<file path="src/rtl/uart_rom_loader_pkg.sv">
`default_nettype none
// +------------------------------------------------------------------+
// | Package : uart_rom_loader_pkg                                    |
// | Shared constants and state encodings for the UART ROM loader.    |
// | Rev 1.0 : initial release                                        |
// +------------------------------------------------------------------+
package uart_rom_loader_pkg;

    // 25.125 MHz system clock / 115200 baud
    localparam int         DEFAULT_CLKS_PER_BIT = 218;
    localparam logic [7:0] DEFAULT_SYNC_BYTE    = 8'hA5;

    typedef enum logic [3:0] {
        ST_IDLE     = 4'd0,
        ST_CNT_HI   = 4'd1,
        ST_CNT_LO   = 4'd2,
        ST_WORD_HI  = 4'd3,
        ST_WORD_LO  = 4'd4,
        ST_STROBE   = 4'd5,
        ST_WAIT_ACK = 4'd6,
        ST_DONE     = 4'd7,
        ST_ERR      = 4'd8
    } loader_state_t;

    typedef enum logic [1:0] {
        RX_IDLE  = 2'd0,
        RX_START = 2'd1,
        RX_DATA  = 2'd2,
        RX_STOP  = 2'd3
    } rx_state_t;

    // States in which the FSM drains the holding register; while a word is
    // being strobed/acknowledged the received byte must stay buffered.
    function automatic logic accepts_byte(input loader_state_t s);
        return (s != ST_STROBE) && (s != ST_WAIT_ACK);
    endfunction

endpackage
`default_nettype wire

</file>
<file path="src/rtl/uart_rom_loader_rx.sv">
`default_nettype none
// +------------------------------------------------------------------+
// | Module  : uart_rx_byte                                           |
// | 8N1 UART receiver: 2-flop synchronizer, bit timer, one-cycle     |
// | byte_valid / frame_err pulses.                                   |
// | Rev 1.0 : initial release                                        |
// +------------------------------------------------------------------+
module uart_rx_byte
    import uart_rom_loader_pkg::*;
#(
    parameter int CLKS_PER_BIT = DEFAULT_CLKS_PER_BIT
) (
    input  logic       clk,
    input  logic       reset_n,
    input  logic       uart_rx,
    output logic       byte_valid,
    output logic [7:0] byte_data,
    output logic       frame_err
);

    localparam int             TW      = $clog2(CLKS_PER_BIT);
    localparam logic [TW-1:0]  C_HALF  = TW'(CLKS_PER_BIT / 2 - 1);
    localparam logic [TW-1:0]  C_FULL  = TW'(CLKS_PER_BIT - 1);

    logic          r_sync1;
    logic          r_sync2;
    logic          r_prev;
    rx_state_t     r_state;
    logic [TW-1:0] r_timer;
    logic [2:0]    r_bit_idx;
    logic [7:0]    r_shift;
    logic          w_fall;

    assign w_fall = r_prev & ~r_sync2;

    // Metastability synchronizer plus one extra stage for edge detection; idle line is high
    always_ff @(posedge clk or negedge reset_n) begin
        if (!reset_n) begin
            r_sync1 <= 1'b1;
            r_sync2 <= 1'b1;
            r_prev  <= 1'b1;
        end else begin
            r_sync1 <= uart_rx;
            r_sync2 <= r_sync1;
            r_prev  <= r_sync2;
        end
    end

    // Bit timer and shifter: mid-bit sampling, LSB first
    always_ff @(posedge clk or negedge reset_n) begin
        if (!reset_n) begin
            r_state    <= RX_IDLE;
            r_timer    <= '0;
            r_bit_idx  <= '0;
            r_shift    <= '0;
            byte_valid <= 1'b0;
            byte_data  <= '0;
            frame_err  <= 1'b0;
        end else begin
            byte_valid <= 1'b0;
            frame_err  <= 1'b0;
            case (r_state)
                RX_IDLE: begin
                    r_timer <= '0;
                    if (w_fall) begin
                        r_state <= RX_START;
                    end
                end
                RX_START: begin
                    if (r_timer == C_HALF) begin
                        r_timer   <= '0;
                        r_bit_idx <= '0;
                        // A start bit that is high again by mid-bit was a glitch
                        r_state   <= r_sync2 ? RX_IDLE : RX_DATA;
                    end else begin
                        r_timer <= r_timer + TW'(1);
                    end
                end
                RX_DATA: begin
                    if (r_timer == C_FULL) begin
                        r_timer <= '0;
                        r_shift <= {r_sync2, r_shift[7:1]};
                        if (r_bit_idx == 3'd7) begin
                            r_state <= RX_STOP;
                        end else begin
                            r_bit_idx <= r_bit_idx + 3'd1;
                        end
                    end else begin
                        r_timer <= r_timer + TW'(1);
                    end
                end
                RX_STOP: begin
                    if (r_timer == C_FULL) begin
                        r_timer <= '0;
                        r_state <= RX_IDLE;
                        if (r_sync2) begin
                            byte_valid <= 1'b1;
                            byte_data  <= r_shift;
                        end else begin
                            frame_err  <= 1'b1;
                        end
                    end else begin
                        r_timer <= r_timer + TW'(1);
                    end
                end
                default: r_state <= RX_IDLE;
            endcase
        end
    end

endmodule
`default_nettype wire

</file>
<file path="src/rtl/uart_rom_loader.sv">
`default_nettype none
// +------------------------------------------------------------------+
// | Module  : uart_rom_loader                                        |
// | Receives a framed Hack program over UART and writes it into the  |
// | SoC program ROM via the load/sck/data/ack handshake.             |
// | Frame: SYNC, N hi, N lo, then N words (hi byte, lo byte).        |
// | Rev 1.0 : initial release                                        |
// +------------------------------------------------------------------+
module uart_rom_loader
    import uart_rom_loader_pkg::*;
#(
    parameter int         CLKS_PER_BIT = DEFAULT_CLKS_PER_BIT,
    parameter int         DATA_WIDTH   = 16,
    parameter int         COUNT_WIDTH  = 16,
    parameter logic [7:0] SYNC_BYTE    = DEFAULT_SYNC_BYTE
) (
    input  logic                   clk,
    input  logic                   reset_n,
    input  logic                   uart_rx,
    output logic                   rom_loader_load,
    output logic                   rom_loader_sck,
    output logic [DATA_WIDTH-1:0]  rom_loader_data,
    input  logic                   rom_loader_ack,
    output logic                   done_loading,
    output logic                   error,
    output logic [COUNT_WIDTH-1:0] words_loaded
);

    logic                   w_byte_valid;
    logic [7:0]             w_byte_data;
    logic                   w_frame_err;

    logic                   r_hold_full;
    logic [7:0]             r_hold_byte;
    loader_state_t          r_state;
    logic [7:0]             r_cnt_hi;
    logic [7:0]             r_data_hi;
    logic [COUNT_WIDTH-1:0] r_count_n;

    logic                   w_consume;
    logic                   w_overrun;
    logic                   w_frame_abort;
    logic                   w_is_sync;
    logic [COUNT_WIDTH-1:0] w_count_full;
    logic [COUNT_WIDTH-1:0] w_words_next;

    uart_rx_byte #(
        .CLKS_PER_BIT (CLKS_PER_BIT)
    ) u_rx (
        .clk        (clk),
        .reset_n    (reset_n),
        .uart_rx    (uart_rx),
        .byte_valid (w_byte_valid),
        .byte_data  (w_byte_data),
        .frame_err  (w_frame_err)
    );

    assign w_consume     = r_hold_full && accepts_byte(r_state);
    // Only a byte that finds the buffer full and not draining is lost
    assign w_overrun     = w_byte_valid && r_hold_full && !w_consume;
    assign w_frame_abort = w_frame_err && (r_state != ST_IDLE) && (r_state != ST_DONE);
    assign w_is_sync     = (r_hold_byte == SYNC_BYTE);
    assign w_count_full  = COUNT_WIDTH'({r_cnt_hi, r_hold_byte});
    assign w_words_next  = words_loaded + COUNT_WIDTH'(1);

    // One-byte holding register between the receiver and the FSM
    always_ff @(posedge clk or negedge reset_n) begin
        if (!reset_n) begin
            r_hold_full <= 1'b0;
            r_hold_byte <= '0;
        end else begin
            if (w_byte_valid && (!r_hold_full || w_consume)) begin
                r_hold_full <= 1'b1;
                r_hold_byte <= w_byte_data;
            end else if (w_consume) begin
                r_hold_full <= 1'b0;
            end
        end
    end

    // Session FSM with registered handshake and status outputs
    always_ff @(posedge clk or negedge reset_n) begin
        if (!reset_n) begin
            r_state         <= ST_IDLE;
            r_cnt_hi        <= '0;
            r_data_hi       <= '0;
            r_count_n       <= '0;
            rom_loader_load <= 1'b0;
            rom_loader_sck  <= 1'b0;
            rom_loader_data <= '0;
            done_loading    <= 1'b0;
            error           <= 1'b0;
            words_loaded    <= '0;
        end else begin
            rom_loader_sck <= 1'b0;
            if (w_frame_abort || w_overrun) begin
                r_state         <= ST_ERR;
                rom_loader_load <= 1'b0;
                error           <= 1'b1;
                done_loading    <= 1'b0;
            end else begin
                case (r_state)
                    ST_IDLE, ST_DONE, ST_ERR: begin
                        // Anything but the sync marker is discarded here
                        if (w_consume && w_is_sync) begin
                            r_state         <= ST_CNT_HI;
                            words_loaded    <= '0;
                            done_loading    <= 1'b0;
                            error           <= 1'b0;
                            rom_loader_load <= 1'b1;
                        end
                    end
                    ST_CNT_HI: begin
                        if (w_consume) begin
                            r_cnt_hi <= r_hold_byte;
                            r_state  <= ST_CNT_LO;
                        end
                    end
                    ST_CNT_LO: begin
                        if (w_consume) begin
                            r_count_n <= w_count_full;
                            if (w_count_full == '0) begin
                                r_state         <= ST_DONE;
                                rom_loader_load <= 1'b0;
                                done_loading    <= 1'b1;
                            end else begin
                                r_state <= ST_WORD_HI;
                            end
                        end
                    end
                    ST_WORD_HI: begin
                        if (w_consume) begin
                            r_data_hi <= r_hold_byte;
                            r_state   <= ST_WORD_LO;
                        end
                    end
                    ST_WORD_LO: begin
                        if (w_consume) begin
                            rom_loader_data <= DATA_WIDTH'({r_data_hi, r_hold_byte});
                            rom_loader_sck  <= 1'b1;
                            r_state         <= ST_STROBE;
                        end
                    end
                    ST_STROBE: begin
                        r_state <= ST_WAIT_ACK;
                    end
                    ST_WAIT_ACK: begin
                        if (rom_loader_ack) begin
                            words_loaded <= w_words_next;
                            if (w_words_next == r_count_n) begin
                                r_state         <= ST_DONE;
                                rom_loader_load <= 1'b0;
                                done_loading    <= 1'b1;
                            end else begin
                                r_state <= ST_WORD_HI;
                            end
                        end
                    end
                    default: r_state <= ST_IDLE;
                endcase
            end
        end
    end

endmodule
`default_nettype wire
</file>
<file path="config.mk">
export PLATFORM = sky130hd
export DESIGN_NAME = uart_rom_loader
export DESIGN_NICKNAME = d
export VERILOG_FILES = /design/src/rtl/uart_rom_loader_pkg.sv /design/src/rtl/uart_rom_loader_rx.sv /design/src/rtl/uart_rom_loader.sv
export SDC_FILE = /design/constraint.sdc
export NUM_CORES = 1
export LEC_CHECK = 0
export BUFFER_PORTS_ARGS = -buffer_cell sky130_fd_sc_hd__buf_2
export CAP_MARGIN = 20
export CORE_MARGIN = 5
export CORE_UTILIZATION = 38
export DETAILED_ROUTE_END_ITERATION = 16
export PLACE_DENSITY_LB_ADDON = 0.2
export SKIP_CTS_REPAIR_TIMING = 1
export SYNTH_ARGS = -nofsm -noshare
export SYNTH_HDL_FRONTEND = slang
export SYNTH_SLANG_ARGS = --single-unit
export TNS_END_PERCENT = 20
</file>
<file path="constraint.sdc">
create_clock -name clk -period 2.5 [get_ports clk]
set_input_delay 0.25 -clock clk [delete_from_list [all_inputs] [get_ports clk]]
set_output_delay 0.25 -clock clk [all_outputs]
set_load 0.005 [all_outputs]
</file>
Yosys cells after proc, flatten, opt, wreduce, memory -nomap -nowiden:

Index checks and enable logic that the tools add are counted.

* register bits: 115
* bits of input ports: 4
* output and inout bits: 36
* word-level logic and storage cells: 153

* $add $sub $neg: 3
* equality and inequality tests: 35
* multiplexer cells: 54
* bitwise logic cells: 3
* reduce and logical (&&, ||, !) cells: 36

Operators with widths (number)
* 16-bit two-way mux: 2
* 16-bit one-hot mux with 2 select lines: 1
* 4-bit two-way mux: 7
* 4-bit one-hot mux with 7 select lines: 1
* 1-bit two-way mux: 25
* 3-bit inequality test (second input constant): 8
* 8-bit one-hot mux with 3 select lines: 1
* 16-bit by 1-bit adder with 16-bit output (second input constant): 1
* 16-bit == test: 1
* 4-bit by 3-bit == test with 1-bit output (second input constant): 4
* 8-bit == test (second input constant): 2
* 16-bit logical NOT: 1
* 8-bit two-way mux: 2
* 3-bit two-way mux: 5
* 3-bit AND reduction: 5
* 2-bit two-way mux: 6
* 4-bit by 3-bit inequality test with 1-bit output (second input constant): 3
* 6-bit AND reduction: 2
* 2-bit by 1-bit inequality test with 1-bit output (second input constant): 5
* 2-bit nonzero test: 5
* 8-bit by 1-bit adder with 8-bit output (second input constant): 1
* 4-bit by 2-bit == test with 1-bit output (second input constant): 2
* 8-bit by 7-bit == test with 1-bit output (second input constant): 1
* 1-bit logical AND: 8
* other kinds (22): 32

Longest topological paths before layout:

Gate-level depths: netlist of run 1.

* depth in word-level cells: 8
* depth in mapped cells: 9

By module:

A second synthesis of run 1 with hierarchy kept.

* cell total of the unflattened synthesis: 508
* area total of the unflattened synthesis: 5576.6 um2

By module, submodules not included
* uart_rom_loader: instances 1, cells each 398, area each 4098.9 um2, sequential area each 2026.9 um2
* uart_rx_byte: instances 1, cells each 110, area each 1477.7 um2, sequential area each 854.6 um2

Worst setup path after synthesis of run 1:

No wires, ideal clock.

* kind: reg2reg
* from: reg words_loaded[0]
* to: reg r_state[2]
* library setup time: 0.103 ns
* arrival time: 2.227 ns
* data required time: 2.397 ns
* slack: 0.170 ns
* cell stages (with the launch flop): 9
* buffers on the path: 0
* clock period less this slack: 2.330 ns
* cells stage by stage: dfrtp_1 > ha_1 > nand3_2 > nor4_2 > xnor2_1 > nor2_1 > a2111oi_4 > nand4_2 > o41ai_2

* word-level cells in the longest chain between the ends: 6

Ends and longest elaborated chain
* from (decl): line uart_rom_loader.sv:26 `output logic [COUNT_WIDTH-1:0] words_loaded`
* from (signal assigned): line uart_rom_loader.sv:149 `words_loaded <= w_words_next;`
* 16-bit by 1-bit adder with 16-bit output: line uart_rom_loader.sv:64 `assign w_words_next = words_loaded + COUNT_WIDTH'(1);`
* 16-bit == test: line uart_rom_loader.sv:150 `if (w_words_next == r_count_n) begin`
* 3-bit two-way mux: line uart_rom_loader.sv:150
* 4-bit two-way mux: line uart_rom_loader.sv:148 `if (rom_loader_ack) begin`
* 4-bit one-hot mux with 7 select lines: line uart_rom_loader.sv:102 `case (r_state)`
* 4-bit two-way mux: line uart_rom_loader.sv:96 `if (w_frame_abort || w_overrun) begin`
* to (signal assigned): line uart_rom_loader.sv:97 `r_state <= ST_ERR;`
* to (signal assigned): line uart_rom_loader.sv:106 `r_state <= ST_CNT_HI;`
* to (signal assigned): line uart_rom_loader.sv:151 `r_state <= ST_DONE;`
* to (decl): line uart_rom_loader.sv:35 `loader_state_t r_state;`

Every way passes these cells. The select of a mux whose other input is x is not followed.
A chain may end at the register's enable or synchronous reset.

Worst setup path after layout of run 1:

* from: reg words_loaded[1]
* to: reg r_state[2]

The elaborated chain is that of the path after synthesis.

==> summary.txt, run 1 <==
Routing
  – Final wirelength: 12.4 mm
  – Antenna Nets Post-Route: 0
  – Number of DRC markers after the initial detailed-route iteration: 254
  – Routed vias/inst: 5.28
  – Drt wl/cell: 16.6 microns
  – Drt first pass iters: 4
  – Total vias in the final route: 3945
  – Residual DRC: 0

Logic synthesis
  – Post-Syn Area per Cell: 11.2 sq um
  – Portion of synthesized cell area occupied by the leading cell type: 0.511
  – Sequential-to-total area share from yosys stat: 0.526
  – Ys Warns: 0
  – Count of flip-flops with a built-in enable after synthesis: 0
  – Ys async rst share: 1.00
  – Leading cell type by number of instances after synthesis: dfrtp_1
  – Post-synthesis cell count: 489
  – Predominant post-synthesis flop cell: dfrtp_1
  – Library cell occupying the most area in the post-synthesis netlist: dfrtp_1
  – Synth cell count leaders: dfrtp_1 (112), mux2_2 (65), nand2_1 (62)
  – Total of flip-flops plus latches after synthesis: 115
  – Largest cells by area after synthesis: dfrtp_1 (51%), mux2_2 (13%), nand2_1 (4.2%)
  – Number of library cell types mapped by synthesis: 58
  – Post-synthesis net count: 499
  – Netlist Area Pre-Place: 5480 sq um

Job
  – Max-cap violations: 0

Global route
  – Number of global-route vias before repair: 4003
  – Met2 track demand over resource in global routing: 0.260
  – Overall fraction of global-route tracks in use: 0.158
  – Initial antenna violation count: 0
  – Overflow left after global routing: 0
  – Layer with the highest usage: met2
  – Wire length of the first global-routing pass: 20.8 mm
  – Routing usage on met3: 0.0422
  – Met1 Use GR: 0.199
  – Pin count of the biggest net entering global routing: 46

Worst hold path
  – Startpoint of the worst hold path: u_rx.r_sync1
  – Worst min-delay path class: reg2reg
  – Sink of the worst hold path: u_rx.r_sync2
  – Worst hold path cell count: 0

Pwr
  – Switching component of the power: 997 uW
  – Internal power of the cells: 3.50 mW
  – Maximum resistive drop on vdd: 568 uV
  – Clock network fraction of design power: 0.524
  – Relative contribution of combinational cells to total power: 0.039
  – Power density over the cells: 678 nW/um^2
  – Switching Share: 0.221
  – Sequential share of power: 0.437
  – Leak Pwr: 3.27 nW

Clock network
  – Htree depth: 4
  – Cts bufs inserted: 17
  – Clock tree from TritonCTS: built
  – Library cell used as clock root buffer: clkbuf_16
  – Clk_lat worst skew: 410 ps
  – CTS clock-pin slew for the worst setup and hold paths: 50 ps
  – Clock Tree Buf Depth: 2
  – Count of clock tree sinks: 115

Floorplanning
  – Full die area: 16900 sq um
  – Core area: 14000 sq um
  – Row cnt: 43
  – Die width: 130 microns
  – Initial core utilization: 0.392
  – Die H: 130 microns
  – I/O pins: 40

Critical path
  – End of the worst register-to-register path: r_state[2]
  – Required @ worst endpoint: 2810 ps
  – Crit path DAT: 2700 ps
  – Endpoint class of the critical path: register
  – FF-to-FF Start: words_loaded[1]
  – Setup CP Type: reg2reg
  – R2r worst-path depth: 8
  – R2R Setup Slk: 110 ps
  – Largest fanout on the critical path: 8
  – Element type at the critical path start: register

STA
  – Final worst path period share: 0.957
  – Min Tclk post-route: 2390 ps
  – Final setup TNS: 0 ps
  – Worst Max-Slew Pin Slew: 603 ps
  – Layout Skew: 5.41 ps
  – Total count of hold-check failures in the final report: 0
  – # setup viols final: 0
  – Worst slew slack as a fraction of its limit: 0.598
  – Worst Hold Slack: 354 ps
  – Achievable frequency: 418 MHz
  – Pins over their slew limit: 0

Finish
  – Final cell count without fillers: 747
  – Area Overhead vs Synth: 21.2%
  – Final layout net count: 567
  – Share of layout cells above drive strength 1: 0.312
  – Filler Cell Count: 1311
  – Post-layout utilization of the core: 0.475
  – Diodes inserted: 0

Outcome
  – Status: finished clean

Place
  – Placed Cells incl. Taps: 716
  – Half-perimeter wire length after detailed placement: 8.81 mm
  – Port-buffer cells: 39
  – Routability congestion estimate from global placement: 0.909
[power groups by stage]
stage | logic, mW | registers, mW | clock network (mW)
3_3_place_gp | 0.172 | 1.99 | 0
4_1_cts | 0.179 | 1.97 | 2.42
6_report | 0.175 | 1.97 | 2.36
3_5_place_dp | 0.173 | 2.00 | 0
2_1_floorplan | 0.111 | 1.98 | 0
5_1_grt | 0.203 | 1.97 | 2.49
[kinds of logic (layout without fill, tap and decap cells)]
family                   after synthesis  after routing  synth area share
AO/OA/AOI/OAI                         77             77            0.0954
XOR/XNOR                              30             30            0.0479
adder cells (fa/ha/maj)                6              6            0.0137
buffers and inverters                 25            103            0.0221
flip-flops                           115            115             0.526
multiplexers                          67             67             0.137
AND/OR/NAND/NOR                      169            169             0.158
[per-stage QoR]
step / total power, mW / worst slack [ps] / instance area (sq um)
2_1_floorplan: 2.09 / 170 / 5480
3_3_place_gp: 2.17 / 225 / 6030
3_5_place_dp: 2.17 / 140 / 6030
4_1_cts: 4.56 / 113 / 6600
5_1_grt: 4.67 / -17.2 / 6640
6_report: 4.50 / 107 / 6640
[layer usage]
| layer | vias up | part of all wire |
|---|---|---|
| met5 | - | 0 |
| met3 | 18 | 0.047 |
| met4 | 0 | 0.017 |
| li1 | 1887 | - |
| met1 | 1944 | 0.44 |
| met2 | 96 | 0.49 |
[worst max-delay path by stage]
stage	startpoint	end	slack (ps)	cells past startpoint
6_report	words_loaded[1]	r_state[2]	110	8
5_1_grt	words_loaded[1]	r_state[2]	-20	8
4_1_cts	words_loaded[1]	r_state[2]	110	8
3_5_place_dp	words_loaded[1]	r_state[2]	140	8
3_3_place_gp	words_loaded[1]	r_state[2]	230	8
2_1_floorplan	words_loaded[0]	r_state[2]	170	8
[critical path, stage by stage (launching register included)]
cell      delay, ps
dfrtp_2         440
ha_1            240
nand3_4         120
nor2_1          100
a222oi_1        420
nand4_1         160
nor4_2          310
nand4_2         200
o41ai_2         300
[state kept, by name, indices dropped and copies added (netlist names), 3 cells and up, named ones only]
signal / flops
r_data_hi: 8
u_rx.r_bit_idx: 3
words_loaded: 16
rom_loader_data: 16
r_count_n: 16
r_cnt_hi: 8
u_rx.byte_data: 8
r_state: 4
u_rx.r_shift: 8
r_hold_byte: 8
u_rx.r_timer: 8
[placed cells by master (no fill, tap or decap), types with 4 or more instances in the layout]
master / netlist / final
buf_2: 4 / 38
o21ai_0: 18 / 18
nor2_1: 29 / 29
and3_1: 8 / 8
a31oi_1: 4 / 4
inv_1: 7 / 7
clkbuf_16: 0 / 17
a21oi_1: 13 / 13
mux2_2: 65 / 65
buf_4: 0 / 24
xnor2_1: 15 / 15
nor3_1: 7 / 7
nand4_1: 8 / 8
nand3_1: 12 / 12
nand2_1: 62 / 62
o31ai_1: 8 / 8
nor3b_1: 4 / 4
xor2_1: 15 / 15
ha_1: 6 / 6
nand2b_1: 4 / 4
dfrtp_1: 112 / 111
nor4_1: 6 / 5
o21ai_1: 12 / 12
nor2b_1: 6 / 6
[cell type report]
| cell class | count | area, sq um | share of cell area |
|---|---|---|---|
| clock inverter | 9 | 106 | 0.0160 |
| multi-input combinational | 349 | 2500 | 0.377 |
| clock buffer | 20 | 467 | 0.0702 |
| timing repair buffer | 66 | 430 | 0.0648 |
| inverter | 8 | 30.0 | 0.00452 |
| sequential | 115 | 2880 | 0.434 |
| tap | 180 | 225 | 0.0339 |
Power figures use the tool's default switching activity.
==> run 2: changes to the inputs <==
- CORE_ASPECT_RATIO: default -> 0.8
==> run 2 against run 1 <==
- global-route usage fell by 0.59 points
- highest routed layer unchanged
- non-clock buffer count increased by 1
- wire length is 2.8% lower
- critical endpoint unchanged
- sequential power hardly changed
- combinational power about the same
- clock skew up 4.5 ps
- sequential share of layout area down 0.13 points
- cell area rose by 0.34%
- core utilization shrank 0.55 points
- count of clock-buffer cells in the layout grew 6
==> summary.txt, run 2 (synthesis results as in run 1) <==
Pwr
  – Power density over the cells: 688 nW/um^2 (+1.5%)
  – Leak Pwr: 3.29 nW (+0.48%)
  – Maximum resistive drop on vdd: 565 uV (-0.49%)

Critical path
  – Cells along the critical path: nand4_1 > nor4_4 > xnor2_1 > nor2_1 > a2111oi_4 > nand4_2 > o41ai_2
  – FF-to-FF Start: words_loaded[8]
  – Critical Path Source: words_loaded[8]
  – Crit path DAT: 2610 ps (-90 ps)
  – R2R Setup Slk: 190 ps (+90 ps)
  – End of the worst register-to-register path: r_state[2]
  – Endpoint class of the critical path: register
  – Largest fanout on the critical path: 9 (+1)
  – Required @ worst endpoint: 2810 ps (about the same)
  – Crit-path max cell delay: 510 ps (+70 ps)
  – Setup CP Type: reg2reg
  – R2r worst-path depth: 7 (-1)
  – Critical-path top delay cell: dfrtp_1
  – Element type at the critical path start: register

Floorplanning
  – Initial core utilization: 0.386 (-0.00584)
  – Row cnt: 39 (-9.3%)
  – Core area: 14200 sq um (+1.5%)
  – Full die area: 16900 sq um (about the same)
  – Die width: 144 microns (+11%)
  – Die H: 117 microns (-9.7%)
  – I/O pins: 40 (unchanged)

Finish
  – Most used cells in the layout excluding fill and tap cells: dfrtp_1 (110), mux2_2 (65), nand2_1 (62)
  – Final design area excluding fillers: 6670 sq um (+0.34%)
  – Final layout net count: 568 (+0.18%)
  – Filler Cell Count: 1255 (-4.3%)
  – Area Overhead vs Synth: 21.6%
  – Share of layout cells above drive strength 1: 0.308 (-0.00394)
  – Post-layout utilization of the core: 0.469 (-0.00549)
  – Diodes inserted: 0 (unchanged)
  – Most common cell after layout, fill and taps aside: dfrtp_1
  – Largest registers ranked by flip-flop count: r_count_n: 16 flops, rom_loader_data: 16 flops, words_loaded: 16 flops

Routing
  – Routed vias/inst: 5.14 (-2.8%)
  – Drt wl/cell: 15.9 microns (-3.8%)
  – Antenna Nets Post-Route: 0 (unchanged)
  – Highest routing layer actually used: met4
  – Number of DRC markers after the initial detailed-route iteration: 207 (-19%)
  – M1 WL: 5.87 mm (+6.9%)
  – Drt first pass iters: 4 (unchanged)
  – Wire length on met3: 463 microns (-21%)
  – Total vias in the final route: 3877 (-1.7%)
  – Wire length on met2: 5.50 mm (-9.5%)
  – Final wirelength: 12.0 mm (-2.8%)
  – Residual DRC: 0 (unchanged)

Global route
  – Number of global-route vias before repair: 3900 (-2.6%)
  – Pin count of the biggest net entering global routing: 46 (unchanged)
  – Overall fraction of global-route tracks in use: 0.152 (-0.00591)
  – Wire length of the first global-routing pass: 20.2 mm (-3.1%)
  – Overflow left after global routing: 0 (unchanged)
  – Initial antenna violation count: 0 (unchanged)

STA
  – Unrepaired setup endpoints after global routing: false
  – Final worst path period share: 0.922 (-0.0350)
  – Total count of hold-check failures in the final report: 0 (unchanged)
  – Achievable frequency: 434 MHz (+3.8%)
  – Worst Max-Slew Pin Slew: 634 ps (+31.0 ps)
  – Min Tclk post-route: 2310 ps (-87.5 ps)
  – Layout Skew: 9.96 ps (+4.55 ps)
  – # setup viols final: 0 (unchanged)
  – Worst slew slack as a fraction of its limit: 0.577 (-0.0206)
  – Pins over their slew limit: 0 (unchanged)
  – Final setup TNS: 0 ps (unchanged)
  – Worst Hold Slack: 357 ps (+3.34 ps)
  – Slack of the critical path: 195 ps (+87.5 ps)

Place
  – Pre-CTS setup slack: 141 ps (+1.47 ps)
  – Port-buffer cells: 39 (unchanged)
  – Routability congestion estimate from global placement: 0.853 (-6.1%)
  – Cell area after placement: 6030 sq um (unchanged)
  – Half-perimeter wire length after detailed placement: 8.45 mm (-4.1%)

Job
  – Max-cap violations: 0 (unchanged)

Clock network
  – Cts bufs inserted: 17 (unchanged)
  – Htree depth: 4 (unchanged)
  – Clock Tree Buf Depth: 2 (unchanged)
  – Count of clock tree sinks: 115 (unchanged)
  – CTS clock-pin slew for the worst setup and hold paths: 50 ps (about the same)
  – Clk_lat worst skew: 410 ps (about the same)
  – Clock tree from TritonCTS: built
  – Library cell used as clock root buffer: clkbuf_16

Worst hold path
  – Worst hold path cell count: 0 (unchanged)
  – Worst min-delay path class: reg2reg
  – Sink of the worst hold path: u_rx.r_sync2
  – Startpoint of the worst hold path: u_rx.r_sync1

Outcome
  – Status: finished clean
run 2: changes by cell type in the layout (fill, tap and decap cells not counted), sizes merged:
| cell | delta |
|---|---|
| buf | +1 |
| bufinv | +1 |
| inv | -1 |
| clkbuf | +6 |
| clkinvlp | -3 |
run 2: area by class of cell:
| class | count | area, sq um | share of cell area |
|---|---|---|---|
| well taps | 184 | 230 | 0.0345 |
| repair buffers | 67 | 425 | 0.0638 |
| clock inverters | 6 | 105 | 0.0158 |
| clock buffers | 26 | 489 | 0.0734 |
| multi-input cells | 349 | 2500 | 0.375 |
| inverters | 8 | 30.0 | 0.00450 |
| flip-flops and latches | 115 | 2880 | 0.433 |
run 2: power by group:
group / leakage [nW] / internal [mW] / switching, mW
registers: 1.57 / 1.91 / 0.0586
logic: 1.42 / 0.0736 / 0.104
clock network: 0.292 / 1.64 / 0.799
total: 3.29 / 3.62 / 0.961
run 2: stage by stage:
step / cells / total power [mW]
floorplan: 489 / 2.09
finish: 755 / 4.58
detailed placement: 721 / 2.18
global placement: 721 / 2.17
CTS: 753 / 4.64
global route: 755 / 4.77
run 2: worst max path at each step:
stage          slack [ps]  depth (start not counted)          to
6_report              190                          7  r_state[2]
5_1_grt                20                          8  r_state[2]
4_1_cts                90                          8  r_state[2]
3_5_place_dp          140                          8  r_state[2]
3_3_place_gp          230                          8  r_state[2]
2_1_floorplan         170                          8  r_state[2]
run 2: per-layer routing:
layer  vias up  track usage
li1       1884            -
met1      1902        0.212
met2        73        0.223
met3        18       0.0439
met4         0       0.0554
met5         -            0
run 2: critical path, delay by kind of cell, from the launching register on:
kind | cells | cell delay (ps)
AOI/OAI and AO/OA | 2 | 650
DFF | 1 | 510
xor gates and xnor gates | 1 | 160
and+or+nand+nor | 4 | 870
